[config.mk]
export PLATFORM = sky130hd
export DESIGN_NAME = bw_multiplier_seq
export DESIGN_NICKNAME = d
export VERILOG_FILES = /design/src/rtl/bw_pkg.sv /design/src/rtl/bw_row_gen.sv /design/src/rtl/bw_multiplier_seq.sv
export SDC_FILE = /design/constraint.sdc
export NUM_CORES = 1
export LEC_CHECK = 0
export BUFFER_PORTS_ARGS = -buffer_cell sky130_fd_sc_hd__buf_2
export CORE_MARGIN = 5
export CORE_UTILIZATION = 60
export DETAILED_ROUTE_END_ITERATION = 8
export GPL_ROUTABILITY_DRIVEN = 0
export PLACE_DENSITY = 0.81
export SLEW_MARGIN = 20
export SYNTH_ARGS = -nofsm -noshare
export SYNTH_HDL_FRONTEND = slang
export SYNTH_SLANG_ARGS = --single-unit
[constraint.sdc]
create_clock -name clk_in -period 7.5 [get_ports clk_in]
set_input_delay 1.5 -clock clk_in [delete_from_list [all_inputs] [get_ports clk_in]]
set_output_delay 1.5 -clock clk_in [all_outputs]
set_load 0.01 [all_outputs]
[src/rtl/bw_pkg.sv]
// Shared types and helpers for the sequential Baugh-Wooley multiplier.
// Holds the FSM state encoding and the accumulator preload constant.
package bw_pkg;

    typedef enum logic [1:0] {
        IDLE = 2'd0,
        CALC = 2'd1,
        DONE = 2'd2
    } bw_state_t;

    // Widest operand the preload helper has to cover.
    localparam int BW_MAX_BITS = 64;

    // Baugh-Wooley correction constant: 2^numBit + 2^(2*numBit-1) for signed
    // operands, nothing for unsigned ones. The caller truncates to 2*numBit.
    function automatic logic [2*BW_MAX_BITS-1:0] bw_preload(input int num_bit,
                                                            input logic signed_mode);
        logic [2*BW_MAX_BITS-1:0] value;
        value = '0;
        if (signed_mode) begin
            value[num_bit]       = 1'b1;
            value[2*num_bit - 1] = 1'b1;
        end
        return value;
    endfunction

endpackage

[src/rtl/bw_row_gen.sv]
// Combinational Baugh-Wooley partial-product row generator.
// Produces one row n[row_idx]*m, with the signed-mode inversions applied,
// already shifted left by its row index into a 2*numBit-bit word.
module bw_row_gen #(
    parameter int numBit = 16
) (
    input  logic [$clog2(numBit)-1:0] row_idx,
    input  logic [numBit-1:0]         m,
    input  logic [numBit-1:0]         n,
    input  logic                      signed_mode,
    output logic [2*numBit-1:0]       row
);

    localparam int IW = $clog2(numBit);

    logic              n_bit;
    logic [numBit-1:0] pp;

    assign n_bit = n[row_idx];

    // Form the unshifted row; in signed mode a bit is inverted when exactly one
    // of "last row" and "last column" holds (the NAND terms of Baugh-Wooley).
    always_comb begin
        pp = '0;
        for (int j = 0; j < numBit; j++) begin
            pp[j] = n_bit & m[j];
            if (signed_mode && ((row_idx == IW'(numBit - 1)) != (j == numBit - 1))) begin
                pp[j] = ~pp[j];
            end
        end
    end

    assign row = {{numBit{1'b0}}, pp} << row_idx;

endmodule

[src/rtl/bw_multiplier_seq.sv]
// Sequential Baugh-Wooley multiplier: IDLE -> CALC -> DONE handshake FSM that
// reduces rowsPerCycle partial-product rows per clock into an accumulator.
// Optional feature macro BW_SIGN_MODE_EN adds a sign_in port selecting
// signed (1) or unsigned (0) operands; without it the block is always signed.
module bw_multiplier_seq
    import bw_pkg::*;
#(
    parameter int numBit       = 16,
    parameter int rowsPerCycle = 1
) (
    input  logic                clk_in,
    input  logic                rst_in,
`ifdef BW_SIGN_MODE_EN
    input  logic                sign_in,
`endif
    input  logic                valid_in,
    output logic                ready_out,
    input  logic [numBit-1:0]   m_in,
    input  logic [numBit-1:0]   n_in,
    output logic                valid_out,
    input  logic                ready_in,
    output logic [2*numBit-1:0] o_out,
    output logic                busy_out
);

    localparam int L  = numBit / rowsPerCycle;
    localparam int CW = $clog2(L) + 1;
    localparam int IW = $clog2(numBit);
    localparam int PW = 2 * numBit;

    bw_state_t         state;
    bw_state_t         state_next;
    logic [numBit-1:0] m_reg;
    logic [numBit-1:0] n_reg;
    logic [PW-1:0]     acc;
    logic [PW-1:0]     acc_next;
    logic [PW-1:0]     o_reg;
    logic [PW-1:0]     preload;
    logic [CW-1:0]     row_cnt;
    logic              last_row_cycle;
    logic              sign_accept;
    logic              sign_mode;
    logic [PW-1:0]     rows    [rowsPerCycle];
    logic [IW-1:0]     row_idx [rowsPerCycle];

`ifdef BW_SIGN_MODE_EN
    logic sign_reg;

    // Latch the operand sign mode together with the operands.
    always_ff @(posedge clk_in) begin
        if (rst_in) begin
            sign_reg <= 1'b0;
        end else if (state == IDLE && valid_in) begin
            sign_reg <= sign_in;
        end
    end

    assign sign_accept = sign_in;
    assign sign_mode   = sign_reg;
`else
    assign sign_accept = 1'b1;
    assign sign_mode   = 1'b1;
`endif

    assign preload        = PW'(bw_preload(numBit, sign_accept));
    assign last_row_cycle = (row_cnt == CW'(L - 1));
    assign o_out          = o_reg;

    // State register; reset wins over every handshake input.
    always_ff @(posedge clk_in) begin
        // NOTE: sequential state uses non-blocking assignments so every register
        // samples pre-edge values, independent of process ordering.
        if (rst_in) begin
            state <= IDLE;
        end else begin
            state <= state_next;
        end
    end

    // Next-state logic and handshake outputs decoded from the current state.
    always_comb begin
        // NOTE: every output of this block gets a default first so no path can
        // leave one unassigned and infer a latch.
        state_next = state;
        ready_out  = 1'b0;
        valid_out  = 1'b0;
        busy_out   = 1'b0;
        unique case (state)
            IDLE: begin
                ready_out = 1'b1;
                if (valid_in) state_next = CALC;
            end
            CALC: begin
                busy_out = 1'b1;
                if (last_row_cycle) state_next = DONE;
            end
            DONE: begin
                valid_out = 1'b1;
                if (ready_in) state_next = IDLE;
            end
            default: state_next = IDLE;
        endcase
    end

    // One row generator per row reduced in a cycle; row index = cnt*R + k.
    for (genvar k = 0; k < rowsPerCycle; k++) begin : g_rows
        assign row_idx[k] = IW'(int'(row_cnt) * rowsPerCycle + k);

        bw_row_gen #(.numBit(numBit)) u_row_gen (
            .row_idx     (row_idx[k]),
            .m           (m_reg),
            .n           (n_reg),
            .signed_mode (sign_mode),
            .row         (rows[k])
        );
    end

    // Sum this cycle's rows into the accumulator, modulo 2^(2*numBit).
    always_comb begin
        acc_next = acc;
        for (int k = 0; k < rowsPerCycle; k++) begin
            acc_next = acc_next + rows[k];
        end
    end

    // Operand capture, accumulation and result register.
    always_ff @(posedge clk_in) begin
        if (rst_in) begin
            // NOTE: the datapath is cleared too, so an aborted product can never
            // resurface on o_out after reset.
            m_reg   <= '0;
            n_reg   <= '0;
            acc     <= '0;
            o_reg   <= '0;
            row_cnt <= '0;
        end else if (state == IDLE && valid_in) begin
            m_reg   <= m_in;
            n_reg   <= n_in;
            acc     <= preload;
            row_cnt <= '0;
        end else if (state == CALC) begin
            acc     <= acc_next;
            row_cnt <= row_cnt + CW'(1);
            if (last_row_cycle) o_reg <= acc_next;
        end
    end

endmodule

Word level (Yosys, flattened, before mapping)
Index checks and enable logic that the tools add are counted.
{"block": "word_totals", "elab_cells": 84, "register_bits": 103, "out_inout_bits": 35, "in_bits": 36}
{"block": "op_classes", "shift": 1, "n_reduce_logical": 6, "order_cmp": 1, "eq_ne": 7, "n_addsub": 2, "n_mux": 27, "n_bitwise": 33}
{"cell": "32-bit two-way mux", "n": 2}
{"cell": "32-bit adder", "n": 1}
{"cell": "16-bit by 4-bit left shift with 32-bit output", "n": 1}
{"cell": "1-bit two-way mux", "n": 20}
{"cell": "1-bit NOT", "n": 17}
{"cell": "1-bit AND", "n": 16}
{"cell": "2-bit two-way mux", "n": 3}
{"cell": "2-bit != test, second input constant", "n": 3}
{"cell": "2-bit one-hot mux with 3 select lines", "n": 1}
{"cell": "3-bit AND reduction", "n": 2}
{"cell": "5-bit by 1-bit adder with 5-bit output, second input constant", "n": 1}
{"cell": "5-bit by 4-bit == test with 1-bit output, second input constant", "n": 1}
{"cell": "4-bit by 5-bit less-than comparator with 1-bit output, second input constant", "n": 1}
{"cell": "1-bit binary-select mux with 4-bit select", "n": 1}
{"cell": "4-bit == test, second input constant", "n": 1}
{"cell": "2-bit by 1-bit == test with 1-bit output, second input constant", "n": 1}
{"cell": "2-bit == test, second input constant", "n": 1}
{"cell": "2-bit logical NOT", "n": 1}
{"cell": "2-bit nonzero test", "n": 1}
{"cell": "2-bit OR reduction", "n": 1}
{"cell": "1-bit logical AND", "n": 1}

Depth between registers and ports, before layout
Gate-level depths: netlist (run 1).
{"block": "depth", "ltp_word": 9, "depth_mapped": 21, "ltp_nobuf": 18}

By module
From an unflattened synthesis (run 1), not the netlist that was laid out.
{"block": "unflattened", "hier_cells": 911, "area_unflattened_um2": 6730.2}
{"mod": "bw_multiplier_seq", "instances": 1, "cells_per_inst": 679, "area_per_inst_um2": 5166.2, "seq_area_each_um2": 2062.0}
{"mod": "bw_row_gen", "instances": 1, "cells_per_inst": 232, "area_per_inst_um2": 1564.0, "seq_area_each_um2": 0.0}

Worst setup path after synthesis (run 1)
Ideal clock, no wire load.
{"block": "synth_timing", "path_kind": "flip-flop to flip-flop", "startpoint": "register row_cnt[0]", "endpoint": "register o_reg[31], in the netlist o_out[31]", "stages_incl_launch_ff": 19, "path_slack_ps": 3028, "required_time_ps": 7378, "n_path_buf": 3, "arrival_ps": 4350, "setup_ps": 122, "synth_period_minus_slack_ps": 4472, "path_cell_list": "dfxtp_1 buf_6 mux4_2 mux4_2 buf_2 a41oi_1 o311ai_1 o21ai_1 mux2i_1 ha_1 and2_1 clkbuf_1 and3_1 a221oi_1 nand4_1 o21ai_1 o311ai_2 mux2i_1 a311o_1"}
{"block": "synth_between", "elab_chain_len": 7, "elab_cells_between_ends": 55, "cone_classes": "add/sub: 1; eq/ne: 2; shift: 1; mux: 18; bitwise: 32; reduce/logical: 1"}
{"element": "start: declaration", "line_no": "bw_multiplier_seq.sv:39", "source": "logic [CW-1:0] row_cnt;"}
{"element": "start signal: assignment", "line_no": "bw_multiplier_seq.sv:143", "source": "row_cnt <= row_cnt + CW'(1);"}
{"element": "1-bit binary-select mux with 4-bit select", "line_no": "bw_row_gen.sv:19", "source": "assign n_bit = n[row_idx];"}
{"element": "1-bit two-way mux (not written as such)", "line_no": "bw_row_gen.sv:19"}
{"element": "1-bit AND", "line_no": "bw_row_gen.sv:26", "source": "pp[j] = n_bit & m[j];"}
{"element": "1-bit NOT", "line_no": "bw_row_gen.sv:28", "source": "pp[j] = ~pp[j];"}
{"element": "1-bit two-way mux", "line_no": "bw_row_gen.sv:27", "source": "if (signed_mode && ((row_idx == IW'(numBit - 1)) != (j == numBit - 1))) begin"}
{"element": "16-bit by 4-bit left shift with 32-bit output", "line_no": "bw_row_gen.sv:33", "source": "assign row = {{numBit{1'b0}}, pp} << row_idx;"}
{"element": "32-bit adder", "line_no": "bw_multiplier_seq.sv:122", "source": "acc_next = acc_next + rows[k];"}
{"element": "end signal: assignment", "line_no": "bw_multiplier_seq.sv:144", "source": "if (last_row_cycle) o_reg <= acc_next;"}
{"element": "end: declaration", "line_no": "bw_multiplier_seq.sv:37", "source": "logic [PW-1:0] o_reg;"}
Parallel ways exist; a longest one is shown, timed or not. The select of a mux whose other input is x is not followed.
A chain may end at the register's enable or synchronous reset.

Final worst setup path (run 1)
Same ends and word-level chain as after synthesis.

==> results of run 1 <==
layer usage:
metal	part of all wire (%)	track usage [%]
met1	43	33.2
met2	47	42.1
met3	8.0	4.12
met4	2.7	10.4
met5	0	0
power groups by stage:
stage	Sequential [mW]	Combinational [mW]	Clock, mW
after CTS	0.573	0.139	0.431
after global placement	0.585	0.134	0
final	0.573	0.140	0.424
after global routing	0.576	0.155	0.454
after floorplan	0.582	0.105	0
after detailed placement	0.586	0.138	0
worst min-delay path, stage by stage, from the launching register on:
cell and delay [ns]:
dfxtp_1 0.32, nand2_1 0.05, a21oi_1 0.05
per-stage QoR:
stage	hold slack (ns)	utilization [%]	cell area, µm²
floorplan	0.433	-	6560
global placement	0.440	64.1	6920
detailed placement	0.445	64.1	6920
CTS	0.459	66.4	7170
global route	0.476	66.4	7170
finish	0.456	66.4	7170
how the worst min path moves through the flow:
stage	from	endpoint	slack, ns	depth (start not counted)
floorplan	n_reg[12]	n_reg[12]	0.43	2
global placement	o_out[15]	o_out[15]	0.44	2
detailed placement	o_out[16]	o_out[16]	0.45	2
CTS	o_out[16]	o_out[16]	0.46	2
global route	o_out[0]	o_out[0]	0.48	2
finish	o_out[8]	o_out[8]	0.46	2
cell families (layout without fill, tap and decap cells):
logic type	count (synthesis)	count (layout)
compound gates	237	237
flops	103	103
buf+inv	75	111
simple gates	348	348
xor+xnor	37	37
fa+ha+maj	34	34
mux	31	31
cell usage after synthesis (all sizes together), types with 3 or more instances:
cell type / n / area share (%)
nor2: 52 / 3.0
and3: 7 / 0.67
or3: 5 / 0.55
buf: 10 / 0.74
mux2i: 15 / 2.3
a21oi: 122 / 9.3
o21ai: 32 / 2.7
o22ai: 4 / 0.38
a211oi: 18 / 2.1
nand2b: 6 / 0.57
a31oi: 7 / 0.67
xnor2: 25 / 3.3
nand3: 28 / 2.1
and2: 5 / 0.52
inv: 15 / 0.86
mux2: 4 / 0.69
nand2: 205 / 12
nor3: 20 / 1.5
ha: 33 / 6.3
nand4: 7 / 0.67
xor2: 12 / 1.6
o211ai: 11 / 1.3
dfxtp: 103 / 31
o21bai: 3 / 0.34
o311ai: 6 / 0.92
nor4: 4 / 0.38
clkbuf: 50 / 2.9
mux4: 12 / 4.1
a21o: 9 / 1.0
cell type report:
cell class,instances,area (µm²),share of cell area [%]
Tap cell,140,175,2.44
Timing Repair Buffer,80,425,5.93
Multi-Input combinational cell,687,4210,58.7
Clock buffer,9,124,1.73
Sequential cell,103,2060,28.8
Inverter,15,56.3,0.785
Clock inverter,7,120,1.68
layout by cell type (no fill, tap or decap), drive strengths merged, types with 16 or more instances in the layout:
cell and count:
buf 80, ha 33, nor3 20, inv 16, nand3 28, a211oi 18, nor2 52, o21ai 32
a21oi 122, nand2 205, xnor2 25, dfxtp 103
==> impl_metrics.json, run 1 <==
{
  "status": "complete, no violations",
  "clockPowerShare_pct": 37.3,
  "syn_nets": 935,
  "worst-path-max-fanout": 27,
  "maxSlewViolCount": 0,
  "floorplan.io_pins": 71,
  "pre_cts_ws_ns": 1.98,
  "antenna_left": 0,
  "num_antenna_cells": 0,
  "via_per_inst": 6.14,
  "critPathLaunchType": "flip-flop",
  "setup.worst_path.end": "o_out[31]",
  "clock-sinks": 103,
  "drive_above_1_share_pct": 14.0,
  "yosys.cell_types.count": 66,
  "grt_pass1_wl_mm": 27.4,
  "num_vias": 6392,
  "antenna_found_initial": 0,
  "synthXorXnorAreaFrac_pct": 4.94,
  "worstReg2RegStart": "row_cnt[0]",
  "h-tree-depth": 3,
  "drtIter0Drc": 712,
  "r2r_end": "o_out[31]",
  "critical_path_depth": 17,
  "finalNetCount": 966,
  "area_growth_syn_to_layout_pct": 9.29,
  "clk_latency_ns": 0.39,
  "postCtsSetupBuffers": 0,
  "crit_path_end_kind": "flip-flop",
  "synth_ff_type": "dfxtp_1",
  "path_buf_inv": 2,
  "initial_core_util_pct": 60.8,
  "hold_path.class": "flip-flop to flip-flop",
  "startpoint": "row_cnt[0]",
  "rr_worst_depth": 17,
  "fmax_ghz": 0.178,
  "synth_edf_count": 0,
  "ys_async_sr_fraction_pct": 0,
  "cpLargestDelayFamily": "compound AO/OA/AOI/OAI gates",
  "rows": 38,
  "ctsHoldBuffers": 0,
  "synthMuxAreaShare_pct": 7.10,
  "rsz0062_at_grt": "no",
  "power.internal_mw": 0.835,
  "fillerInstances": 942,
  "port_buffers": 70,
  "wl_mm": 16.7,
  "power.share.switching_pct": 26.6,
  "finalSetupViolations": 0,
  "grtUsageTotal_pct": 25.5,
  "cp_slowest_cell": "nand3_1",
  "dp_cells": 1025,
  "layout.cells.non_filler": 1041,
  "synth_compound_area_share_pct": 22.7,
  "fin_crit_ns": 5.61,
  "core_area_um2": 10800,
  "numCtsBuffers": 9,
  "finalSetupTns_ns": 0,
  "grt_start_max_net_pins": 72,
  "drc": 0,
  "syn_area_um2": 6560,
  "p_sw_mw": 0.303,
  "reg2reg_slack_ns": 1.89,
  "synthCells": 865,
  "clk_pin_slew_worst_paths_ns": 0.09,
  "p_per_area_nw_per_um2": 159,
  "wire_per_inst_um": 16.0,
  "p_comb_share_pct": 12.3,
  "maxCapViolations": 0,
  "layout_setup_ws_ns": 1.89,
  "slew_headroom_pct": 31.3,
  "cts_tree": "built",
  "leakage_nw": 2.84,
  "ir_worst_vdd_v": 0.000183,
  "hold_viol": 0,
  "grt-ovfl-total": 0,
  "synth_seq_cells": 103,
  "synthAdderAreaFrac_pct": 6.60,
  "skew_ns": 0.0103,
  "dieArea_um2": 13100,
  "synth.avg_cell_area_um2": 7.58,
  "synthSimpleGateAreaFrac_pct": 22.8,
  "worstSetupPathType": "flip-flop to flip-flop",
  "ys_warn_count": 0,
  "p_seq_share_pct": 50.4,
  "cp.required_ns": 7.78,
  "die_h_um": 115,
  "slowest_delay_ns": 0.59,
  "worstMarginPinSlew_ns": 1.03,
  "die_w_um": 115,
  "post_cts_resized": 0,
  "seq_area_frac_synth_pct": 31.4,
  "power.total_mw": 1.14,
  "grt_pass1_vias": 5755,
  "root_buffer": "clkbuf_8",
  "place_hpwl_mm": 12.0,
  "clk_path_buf_depth": 2,
  "dr.pass1.iters": 6,
  "synth_top_family_by_area": "simple AND/OR/NAND/NOR gates",
  "period_share_pct": 74.8,
  "worstPathArrival_ns": 5.89,
  "crit_chain": "buf_4 -> ha_1 -> nand3_1 -> inv_1 -> nor2_1 -> mux4_2 -> a21oi_1 -> o22ai_1 -> ha_1 -> a21oi_1 -> nor2_1 -> a211oi_1 -> a2111oi_4 -> o21ai_1 -> o311ai_2 -> mux2i_1 -> a311o_1"
}
No activity file was read; power rests on OpenSTA's default activity.
==> run 2: changes to the inputs <==
==> constraint.sdc (replaced) <==
create_clock -name clk_in -period 5.5 [get_ports clk_in]
set_input_delay 1.1 -clock clk_in [delete_from_list [all_inputs] [get_ports clk_in]]
set_output_delay 1.1 -clock clk_in [all_outputs]
set_load 0.01 [all_outputs]
==> impl_metrics.json, run 2 (same netlist as run 1, synthesis figures left out) <==
{
  "num_vias": 6446,
  "h-tree-depth": 3,
  "root_buffer": "clkbuf_8",
  "clock-sinks": 103,
  "power.total_mw": 1.49,
  "die_h_um": 115,
  "grtUsageTotal_pct": 26.5,
  "maxSlewViolCount": 0,
  "wl_mm": 16.9,
  "finalNetCount": 970,
  "numCtsBuffers": 9,
  "worstSetupPathType": "flip-flop to flip-flop",
  "use_met3_pct": 4.49,
  "drive_above_1_share_pct": 14.3,
  "postCtsSetupBuffers": 0,
  "finalSetupViolations": 0,
  "antenna_found_initial": 0,
  "hold_path.class": "flip-flop to flip-flop",
  "ir_worst_vdd_v": 0.000193,
  "final_cell_mix": "204 x nand2_1, 122 x a21oi_1, 103 x dfxtp_1, 70 x buf_2, 52 x nor2_1",
  "skew_ns": 0.0144,
  "via_per_inst": 6.17,
  "r2r_end": "o_out[31]",
  "worstMarginPinSlew_ns": 1.06,
  "cp_slowest_cell": "mux4_2",
  "worstReg2RegStart": "row_cnt[0]",
  "slew_headroom_pct": 29.6,
  "layout.cells.non_filler": 1045,
  "layout_setup_ws_ns": 0.385,
  "slowest_delay_ns": 0.64,
  "critPathLaunchType": "flip-flop",
  "fmax_ghz": 0.196,
  "holdCritStartpoint": "o_out[4]",
  "hold_viol": 0,
  "drc": 0,
  "ctsHoldBuffers": 0,
  "dr.pass1.iters": 6,
  "grt_start_max_net_pins": 71,
  "drtIter0Drc": 619,
  "port_buffers": 70,
  "floorplan.io_pins": 71,
  "grt-ovfl-total": 0,
  "reg2reg_slack_ns": 0.39,
  "crit_path_end_kind": "flip-flop",
  "status": "complete, no violations",
  "met2_usage_pct": 42.6,
  "rows": 38,
  "finalSetupTns_ns": 0,
  "finalHoldWorstSlack_ns": 0.456,
  "num_antenna_cells": 0,
  "dp_cells": 1029,
  "cp.required_ns": 5.78,
  "rsz0062_at_grt": "no",
  "crit_chain": "mux4_2 -> mux4_2 -> buf_4 -> nand2_1 -> o21ai_0 -> a221oi_1 -> a21oi_1 -> mux2i_1 -> ha_1 -> a21oi_1 -> o21ai_0 -> a221oi_1 -> nand4_1 -> o21ai_1 -> o311ai_2 -> mux2i_1 -> a311o_1",
  "initial_core_util_pct": 60.8,
  "area_growth_syn_to_layout_pct": 9.33,
  "pre_cts_ws_ns": 0.444,
  "place_hpwl_mm": 12.4,
  "worstPathArrival_ns": 5.40,
  "leakage_nw": 2.84,
  "dieArea_um2": 13100,
  "grt_pass1_wl_mm": 28.6,
  "p_per_area_nw_per_um2": 208,
  "grt-busiest-layer": "met2",
  "antenna_left": 0,
  "clk_latency_ns": 0.39,
  "fin_crit_ns": 5.11,
  "period_share_pct": 93.0,
  "maxCapViolations": 0,
  "fillerInstances": 940,
  "path_buf_inv": 1,
  "met1_usage_pct": 35.0,
  "cpLargestDelayFamily": "compound AO/OA/AOI/OAI gates",
  "holdPathStages": 2,
  "die_w_um": 115,
  "wire_per_inst_um": 16.2,
  "post_cts_resized": 0,
  "holdPathEnd": "o_out[4]",
  "cts_tree": "built",
  "rr_worst_depth": 17,
  "grt_pass1_vias": 5917,
  "clk_path_buf_depth": 2,
  "clk_pin_slew_worst_paths_ns": 0.10,
  "core_area_um2": 10800,
  "worst-path-max-fanout": 21,
  "mostFrequentLayoutCell": "nand2_1"
}
-- run 2: final cells by class --
class	instances	area (µm²)	share of cell area (%)
Clock inverter	4	52.6	0.733
Multi-Input combinational cell	687	4200	58.6
Timing Repair Buffer	84	455	6.35
Sequential cell	103	2060	28.8
Tap cell	140	175	2.44
Clock buffer	12	165	2.30
Inverter	15	56.3	0.785
-- run 2: worst max-delay path by stage --
stage,from,slack [ns],depth (start not counted),to
floorplan,row_cnt[0],1.03,18,o_out[31]
global placement,row_cnt[0],0.64,17,o_out[31]
detailed placement,row_cnt[0],0.44,17,o_out[31]
CTS,row_cnt[0],0.42,17,o_out[31]
global route,row_cnt[0],0.02,17,o_out[31]
finish,row_cnt[0],0.39,17,o_out[31]
-- run 2: power breakdown --
part / total [mW] / switching, mW / leakage [nW] / internal [mW]
Sequential: 0.783 / 0.0170 / 0.836 / 0.766
Clock: 0.517 / 0.269 / 0.101 / 0.248
Combinational: 0.193 / 0.123 / 1.90 / 0.0703
-- run 2: metrics by stage --
step	util (%)	area, µm²
2_1_floorplan	-	6560
3_3_place_gp	64.4	6950
3_5_place_dp	64.4	6950
4_1_cts	66.4	7170
5_1_grt	66.4	7170
6_report	66.4	7170
-- run 2: tightest hold or removal path: stages (launching register included) --
cell and delay (ns):
dfxtp_1 0.31, nand2_1 0.05, a21oi_1 0.05
-- run 2: routing by layer --
layer	vias up	part of all wire [%]
li1	3120	-
met1	2960	43
met2	307	46
met3	59	7.7
met4	0	3.4
met5	-	0
==> run 3: changes to the inputs <==
--- a/config.mk
+++ b/config.mk
@@ -5,12 +5,12 @@
 export SDC_FILE = /design/constraint.sdc
 export NUM_CORES = 1
 export LEC_CHECK = 0
-export BUFFER_PORTS_ARGS = -buffer_cell sky130_fd_sc_hd__buf_2
 export CORE_MARGIN = 5
 export CORE_UTILIZATION = 60
 export DETAILED_ROUTE_END_ITERATION = 8
+export DONT_BUFFER_PORTS = 1
 export GPL_ROUTABILITY_DRIVEN = 0
-export PLACE_DENSITY = 0.81
+export PLACE_DENSITY = 0.76
 export SLEW_MARGIN = 20
 export SYNTH_ARGS = -nofsm -noshare
 export SYNTH_HDL_FRONTEND = slang
==> impl_metrics.json, run 3 (same netlist as run 1, synthesis figures left out) <==
{
  "port_buffers": 0,
  "period_share_pct": 92.7,
  "pre_cts_ws_ns": 0.422,
  "die_h_um": 115,
  "antenna_left": 0,
  "numCtsBuffers": 9,
  "rows": 38,
  "wl_mm": 16.6,
  "leakage_nw": 2.52,
  "clk_latency_ns": 0.39,
  "power.share.switching_pct": 27.6,
  "worst-path-max-fanout": 18,
  "maxSlewViolCount": 0,
  "clk_path_buf_depth": 2,
  "maxCapViolations": 0,
  "drc": 0,
  "worstMarginPinSlew_ns": 0.727,
  "clk_pin_slew_worst_paths_ns": 0.10,
  "fin_util_pct": 63.3,
  "area_growth_syn_to_layout_pct": 4.10,
  "drtIter0Drc": 535,
  "grt-ovfl-total": 0,
  "grt_pass1_wl_mm": 27.2,
  "p_seq_share_pct": 53.9,
  "root_buffer": "clkbuf_8",
  "grt_start_max_net_pins": 72,
  "p_comb_share_pct": 11.9,
  "worstPathArrival_ns": 5.38,
  "die_w_um": 115,
  "slowest_delay_ns": 0.68,
  "drive_above_1_share_pct": 7.07,
  "floorplan.io_pins": 71,
  "p_per_area_nw_per_um2": 213,
  "fin_crit_ns": 5.10,
  "antenna_found_initial": 0,
  "slew_headroom_pct": 51.3,
  "num_vias": 6065,
  "postCtsSetupBuffers": 0,
  "place_hpwl_mm": 11.9,
  "final_cell_mix": "204 x nand2_1, 122 x a21oi_1, 103 x dfxtp_1, 52 x nor2_1, 33 x ha_1",
  "worstSetupPathType": "flip-flop to flip-flop",
  "clock-sinks": 103,
  "num_antenna_cells": 0,
  "finalNetCount": 900,
  "cp.required_ns": 5.78,
  "grtUsageTotal_pct": 25.4,
  "finalSetupViolations": 0,
  "grt_pass1_vias": 5582,
  "post_cts_resized": 0,
  "status": "complete, no violations",
  "final_area_um2": 6830,
  "dieArea_um2": 13100,
  "mostFrequentLayoutCell": "nand2_1",
  "core_area_um2": 10800,
  "hold_viol": 0,
  "crit_path_end_kind": "flip-flop",
  "finalSetupTns_ns": 0,
  "h-tree-depth": 3,
  "cts_tree": "built",
  "layout_setup_ws_ns": 0.400,
  "initial_core_util_pct": 60.8,
  "hold_path.class": "flip-flop to flip-flop",
  "p_sw_mw": 0.401,
  "rsz0062_at_grt": "no",
  "finalHoldWorstSlack_ns": 0.457,
  "crit_chain": "mux4_2 -> mux4_2 -> nand2_2 -> xnor2_1 -> or3_4 -> nor2_1 -> a41oi_1 -> mux2i_1 -> ha_1 -> a21oi_1 -> o21ai_0 -> a221oi_1 -> nand4_1 -> o21ai_1 -> o311ai_2 -> mux2i_1 -> a311o_1",
  "ctsHoldBuffers": 0,
  "power.internal_mw": 1.05,
  "place_area_um2": 6600,
  "ir_worst_vdd_v": 0.000176,
  "critPathLaunchType": "flip-flop",
  "dr.pass1.iters": 6,
  "cp_slowest_cell": "mux4_2",
  "skew_ns": 0.0116,
  "wire_per_inst_um": 17.1,
  "clockPowerShare_pct": 34.2,
  "via_per_inst": 6.22,
  "fmax_ghz": 0.196
}
[run 3: cell count changes in the layout (fill, tap and decap cells not counted), sizes merged]
cell / delta
buf: -71
clkbuf: -2
clkinv: +1
clkinvlp: -1
inv: +2
mux4: +1
[run 3: layer usage]
layer | GRT usage [%] | up-vias | wire (µm)
met5 | 0 | - | 0
met4 | 10.8 | 0 | 383
met1 | 34.5 | 2806 | 7510
li1 | - | 3004 | -
met2 | 40.3 | 224 | 7630
met3 | 3.81 | 31 | 1120
[run 3: path summary, 6_finish.rpt]
kind	start	endpoint	slack (ns)	depth (start not counted)
max	row_cnt[0]	o_out[31]	0.40	17
min	n_reg[8]	n_reg[8]	0.46	2
max reg2reg	row_cnt[0]	o_out[31]	0.40	17
min reg2reg	n_reg[8]	n_reg[8]	0.46	2
[run 3: power groups by stage]
stage / clock network [mW] / logic (mW) / registers [mW]
2_1_floorplan: 0 / 0.143 / 0.793
3_3_place_gp: 0 / 0.161 / 0.799
3_5_place_dp: 0 / 0.166 / 0.801
4_1_cts: 0.509 / 0.167 / 0.784
5_1_grt: 0.533 / 0.190 / 0.787
6_report: 0.497 / 0.172 / 0.784
[run 3: area by class of cell]
type / instances / area, µm²
clock buffer: 10 / 138
clock inverter: 6 / 67.6
fill: 958 / 3970
inverter: 15 / 56.3
multi-input combinational: 688 / 4230
sequential: 103 / 2060
tap: 140 / 175
timing repair buffer: 13 / 97.6
[run 3: through the flow]
stage,cells,power [mW]
2_1_floorplan,865,0.936
3_3_place_gp,958,0.961
3_5_place_dp,958,0.967
4_1_cts,974,1.46
5_1_grt,975,1.51
6_report,975,1.45
[run 3: critical path: cells and delay by family, from the launching register on]
family | cells | cell delay [ns]
compound gates | 7 | 1.66
fa+ha+maj | 1 | 0.33
simple gates | 4 | 0.76
xor+xnor | 1 | 0.07
flops | 1 | 0.50
mux | 4 | 1.67
